[config.mk]
export PLATFORM = sky130hd
export DESIGN_NAME = ucsbece154a_memcopy
export DESIGN_NICKNAME = d
export VERILOG_FILES = /design/src/rtl/ucsbece154a_memcopy.sv
export SDC_FILE = /design/constraint.sdc
export NUM_CORES = 1
export LEC_CHECK = 0
export ABC_AREA = 0
export CORE_ASPECT_RATIO = 1.75
export CORE_UTILIZATION = 40
export CTS_CLUSTER_SIZE = 14
export DETAILED_ROUTE_END_ITERATION = 6
export PLACE_DENSITY = 0.68
export SETUP_SLACK_MARGIN = 0.2
export SYNTH_ARGS = -nofsm -noshare
export SYNTH_HDL_FRONTEND = slang
export SYNTH_SLANG_ARGS = --single-unit
[constraint.sdc]
create_clock -name clk -period 6.7 [get_ports clk]
set_input_delay 1.34 -clock clk [delete_from_list [all_inputs] [get_ports clk]]
set_output_delay 1.34 -clock clk [all_outputs]
set_load 0.02 [all_outputs]
[src/rtl/ucsbece154a_memcopy.sv]
// DMA-style word copier for the single-port text/data memory.
// On an accepted start it moves len_i words from src_i to dst_i using
// alternating read and write bus cycles, two cycles per word.
//
// Ports:
//   clk, reset            clock and synchronous active-high reset
//   start_i               copy request, only looked at while idle
//   src_i, dst_i, len_i   source/destination byte address, word count
//   busy_o                memory port owned (read or write cycle)
//   done_o, err_o         one-cycle completion / rejection pulses
//   count_o               words written in the current or last copy
//   a_o, we_o, wd_o       memory address, write enable, write data
//   rd_i                  memory read data, combinational from a_o
module ucsbece154a_memcopy #(
    parameter int unsigned TEXT_SIZE = 64,
    parameter int unsigned DATA_SIZE = 64,
    parameter int unsigned LEN_WIDTH = 16
) (
    input  logic                 clk,
    input  logic                 reset,
    input  logic                 start_i,
    input  logic [31:0]          src_i,
    input  logic [31:0]          dst_i,
    input  logic [LEN_WIDTH-1:0] len_i,
    output logic                 busy_o,
    output logic                 done_o,
    output logic                 err_o,
    output logic [LEN_WIDTH-1:0] count_o,
    output logic [31:0]          a_o,
    output logic                 we_o,
    output logic [31:0]          wd_o,
    input  logic [31:0]          rd_i
);

    // Region bounds kept at 33 bits so a span end that carries out of
    // 32 bits lands above every limit and is rejected.
    localparam logic [32:0] TextBase = 33'h0_0001_0000;
    localparam logic [32:0] TextEnd  = TextBase + 33'(4 * TEXT_SIZE);
    localparam logic [32:0] DataBase = 33'h0_1000_0000;
    localparam logic [32:0] DataEnd  = DataBase + 33'(4 * DATA_SIZE);

    typedef enum logic [2:0] {StIdle, StRead, StWrite, StDone, StErr} state_e;

    state_e               state_q;
    logic [31:0]          src_ptr_q, dst_ptr_q;
    logic [LEN_WIDTH-1:0] rem_q;
    logic                 busy_q, done_q, err_q, we_q;
    logic [31:0]          a_q, wd_q;
    logic [LEN_WIDTH-1:0] count_q;

    logic [32:0] span, src_lo, dst_lo, src_hi, dst_hi;
    logic        misaligned, src_ok, dst_ok;

    always_comb begin
        span       = 33'({len_i, 2'b00});
        src_lo     = {1'b0, src_i};
        dst_lo     = {1'b0, dst_i};
        src_hi     = src_lo + span;
        dst_hi     = dst_lo + span;
        misaligned = (src_i[1:0] != 2'b00) || (dst_i[1:0] != 2'b00);
        src_ok     = ((src_lo >= TextBase) && (src_hi <= TextEnd)) ||
                     ((src_lo >= DataBase) && (src_hi <= DataEnd));
        dst_ok     = (dst_lo >= DataBase) && (dst_hi <= DataEnd);
    end

    always_ff @(posedge clk) begin
        if (reset) begin
            state_q   <= StIdle;
            src_ptr_q <= '0;
            dst_ptr_q <= '0;
            rem_q     <= '0;
            busy_q    <= 1'b0;
            done_q    <= 1'b0;
            err_q     <= 1'b0;
            we_q      <= 1'b0;
            a_q       <= '0;
            wd_q      <= '0;
            count_q   <= '0;
        end else begin
            case (state_q)
                StIdle: begin
                    if (start_i) begin
                        if (misaligned) begin
                            err_q   <= 1'b1;
                            state_q <= StErr;
                        end else if (len_i == '0) begin
                            done_q  <= 1'b1;
                            count_q <= '0;
                            state_q <= StDone;
                        end else if (!src_ok || !dst_ok) begin
                            err_q   <= 1'b1;
                            state_q <= StErr;
                        end else begin
                            src_ptr_q <= src_i;
                            dst_ptr_q <= dst_i;
                            rem_q     <= len_i;
                            count_q   <= '0;
                            busy_q    <= 1'b1;
                            a_q       <= src_i;
                            state_q   <= StRead;
                        end
                    end
                end
                StRead: begin
                    // wd_q doubles as the word buffer for the write cycle.
                    wd_q    <= rd_i;
                    a_q     <= dst_ptr_q;
                    we_q    <= 1'b1;
                    state_q <= StWrite;
                end
                StWrite: begin
                    src_ptr_q <= src_ptr_q + 32'd4;
                    dst_ptr_q <= dst_ptr_q + 32'd4;
                    rem_q     <= rem_q - LEN_WIDTH'(1);
                    count_q   <= count_q + LEN_WIDTH'(1);
                    we_q      <= 1'b0;
                    wd_q      <= '0;
                    if (rem_q == LEN_WIDTH'(1)) begin
                        busy_q  <= 1'b0;
                        a_q     <= '0;
                        done_q  <= 1'b1;
                        state_q <= StDone;
                    end else begin
                        a_q     <= src_ptr_q + 32'd4;
                        state_q <= StRead;
                    end
                end
                StDone, StErr: begin
                    done_q  <= 1'b0;
                    err_q   <= 1'b0;
                    state_q <= StIdle;
                end
                default: begin
                    busy_q  <= 1'b0;
                    done_q  <= 1'b0;
                    err_q   <= 1'b0;
                    we_q    <= 1'b0;
                    a_q     <= '0;
                    wd_q    <= '0;
                    state_q <= StIdle;
                end
            endcase
        end
    end

    assign busy_o  = busy_q;
    assign done_o  = done_q;
    assign err_o   = err_q;
    assign we_o    = we_q;
    assign a_o     = a_q;
    assign wd_o    = wd_q;
    assign count_o = count_q;

endmodule

==> flow_metrics.tcl <==
set metrics [dict create \
    drv_slew 0 \
    synthesis.nets 1660 \
    initial_core_util_pct 40.7 \
    r2r_start "dst_ptr_q[4]" \
    cts_root_buf "clkbuf_16" \
    grt_start_max_net_pins 112 \
    clock-sinks 167 \
    coreArea_mm2 0.0287 \
    worst_pin_slew_ns 1.19 \
    layout.nets 1800 \
    cts_tree "done" \
    skew_ns 0.0133 \
    relSlewSlack_pct 20.3 \
    timing.fmax_mhz 166 \
    yosysUniqueCellTypes 94 \
    yosys_warnings 0 \
    grt_pass1_wl_um 65300 \
    postCtsSetupBuffers 0 \
    period_needed_ns 6.03 \
    whs_path_depth 1 \
    postSynthCellCount 1506 \
    vdd_drop_max_mv 0.196 \
    drt-initial-drc-count 1056 \
    r2r_slack_ns 2.86 \
    hold_ws_ns 0.480 \
    p_leak_nw 4.92 \
    r2r-end "dst_ptr_q[31]" \
    viasPerCell 6.15 \
    rows 82 \
    drc_errors 0 \
    ctsHoldBuffers 0 \
    cp_max_fo 31 \
    track_usage_pct 27.7 \
    h-tree-depth 4 \
    cp_cell_sequence "clkdlybuf4s50_1 -> ha_1 -> fa_1 -> a211oi_2 -> nor3_2 -> o31ai_2 -> a21oi_1 -> or3b_1 -> a2111o_1 -> or2_2 -> o41ai_4 -> buf_4 -> and3_1 -> a21oi_4 -> buf_4 -> o21ai_1 -> o31ai_2" \
    cp.required_ns 7.02 \
    crit_slowest_cell "clkdlybuf4s50_1" \
    cp-start-kind "primary input" \
    ant_nets 0 \
    rsz0062_at_grt "false" \
    fin_setup_tns_ns 0 \
    hold_violations 0 \
    status "completed" \
    synth-seq-cells 167 \
    crit_path_end_kind "register" \
    grt-ovfl-total 0 \
    dp_hpwl_um 31400 \
    max_cap_violations 0 \
    drt_wl_total_um 42000 \
    wl_per_cell_um 20.6 \
    syn-cell-area_mm2 0.0117 \
    die_area_mm2 0.0300 \
    grt_pass1_vias 12187 \
    worstPathArrival_ns 6.35 \
    cts_buffers 17 \
    firstDrtPassIters 6 \
    setup_viol 0 \
    synth_edf_count 0 \
    portBuffers 198 \
    clock_latency_ns 0.47 \
    power-per-cell-area_mw_per_mm2 168 \
    postSynth.asyncResetShare_pct 0 \
    antenna_found_initial 2 \
    syn-mean-instance-area_um2 7.77 \
    ys.flop_type "dfxtp_1" \
    drive_gt1_share_pct 8.08 \
    clockBufferDepth 2 \
    die_y_um 228 \
    period_share_pct 90.0 \
    min_to "src_ptr_q[1]" \
    min-delay-start "src_ptr_q[1]" \
    vias 12530 \
    dieWidth_um 131 \
    critical_path_class "in -> reg" \
    clkTransAtPathRegs_ns 0.08 \
    slowest_delay_ns 0.59 \
    area_growth_syn_to_layout_pct 24.6 \
    ys_seq_area_share_pct 28.6 \
    num_io_pins 199 \
    place_congestion 0.956 \
    ctsResizeCount 0 \
    hp-class "reg -> reg" \
    ff2ff_path_depth 11 \
]
## sequential cells by signal, summed over array words and instances, names as in the netlist
signal     flops
state_q        3
we_o           1
wd_o          32
done_o         1
dst_ptr_q     32
busy_o         1
err_o          1
a_o           32
rem_q         16
count_o       16
src_ptr_q     32
## cells in the mapped netlist, drive strengths merged, types with 8 or more instances
cell / instances / share of area, %
a211oi: 48 / 3.3
clkbuf: 81 / 2.6
o21ai: 61 / 2.6
nand3: 52 / 2.3
nand2b: 37 / 2.0
a31oi: 15 / 0.80
a22oi: 44 / 2.8
or2: 28 / 1.5
a222oi: 24 / 2.1
ha: 37 / 4.0
nor2: 186 / 6.1
o211ai: 11 / 0.75
and3: 22 / 1.2
o32ai: 28 / 2.3
and2: 12 / 0.66
mux2i: 14 / 1.2
buf: 30 / 1.9
inv: 23 / 0.74
nand4: 21 / 1.3
nor4: 25 / 1.3
a221oi: 9 / 0.67
a21oi: 152 / 6.6
nor3b: 11 / 0.71
nand2: 93 / 3.0
xnor2: 35 / 2.6
xor2: 27 / 2.0
mux2: 8 / 0.93
o31ai: 9 / 0.88
a211o: 9 / 0.67
or3: 19 / 1.0
and4: 9 / 0.70
or4: 12 / 0.77
nor2b: 8 / 0.43
nor3: 54 / 2.4
dfxtp: 167 / 29
a21o: 13 / 0.83
## kinds of logic after synthesis
logic type | Yosys count | share of synthesized area, %
AOI/OAI and AO/OA | 486 | 29.3
xor gates and xnor gates | 62 | 4.64
adders and majority gates | 39 | 4.30
buffers and inverters | 134 | 5.23
DFF | 167 | 28.6
muxes | 22 | 2.13
and+or+nand+nor | 596 | 25.8
## through the flow
stage	std cells	power, mW	util, %	cell area (um2)	worst slack [ns]
global placement	2005	1.43	48.6	14000	0.353
floorplan	1506	1.25	-	11700	1.57
CTS	2037	2.46	50.7	14600	0.767
detailed placement	2005	1.43	48.6	14000	0.284
finish	2039	2.45	50.7	14600	0.667
global route	2039	2.54	50.7	14600	0.380
## power breakdown
| part | leakage, nW | switching [mW] | internal (mW) |
|---|---|---|---|
| Sequential | 1.34 | 0.00197 | 0.993 |
| Combinational | 3.29 | 0.242 | 0.181 |
| Clock | 0.290 | 0.502 | 0.535 |
| Total | 4.92 | 0.746 | 1.71 |
## worst max-delay path by stage
stage | startpoint | endpoint | slack [ns] | cells after the start
after floorplan | dst_i[2] | count_o[14] | 1.57 | 13
after global placement | len_i[0] | rem_q[1] | 0.35 | 17
after detailed placement | len_i[0] | dst_ptr_q[13] | 0.28 | 17
after CTS | len_i[0] | dst_ptr_q[10] | 0.77 | 17
after global routing | len_i[0] | a_o[18] | 0.38 | 17
final | len_i[0] | dst_ptr_q[13] | 0.67 | 17
## layout by cell type, fill, tap and decap left out, types with 44 or more instances in the layout
master	netlist	routed
o21ai_0	54	54
clkdlybuf4s50_1	0	197
a21oi_1	148	148
nor3_1	51	50
a211oi_1	44	44
dfxtp_1	167	167
a22oi_1	44	44
nand3_1	50	50
nand2_1	93	92
nor2_1	181	181
## critical path, delay by kind of cell
kind                       cells  cell delay (ns)
and+or+nand+nor                4             1.02
buffers and inverters          3             1.13
AOI/OAI and AO/OA              8             2.06
adders and majority gates      2             0.76
## layout make-up
cell class	count	area, um2
Clock buffer	17	425
Timing Repair Buffer	232	2280
Multi-Input combinational cell	1205	7790
Inverter	23	86.3
Fill cell	2818	14200
Antenna cell	2	5.00
Tap cell	378	473
Sequential cell	167	3340
Clock inverter	15	180
## routing by layer
layer / track usage (%) / vias to the layer above / routed length (um)
met5: 0 / - / 0
met4: 22.3 / 0 / 3160
met3: 3.49 / 161 / 1880
met2: 49.2 / 472 / 21200
met1: 29.4 / 5942 / 15700
li1: - / 5955 / -
(Power assumes the default switching activity.)
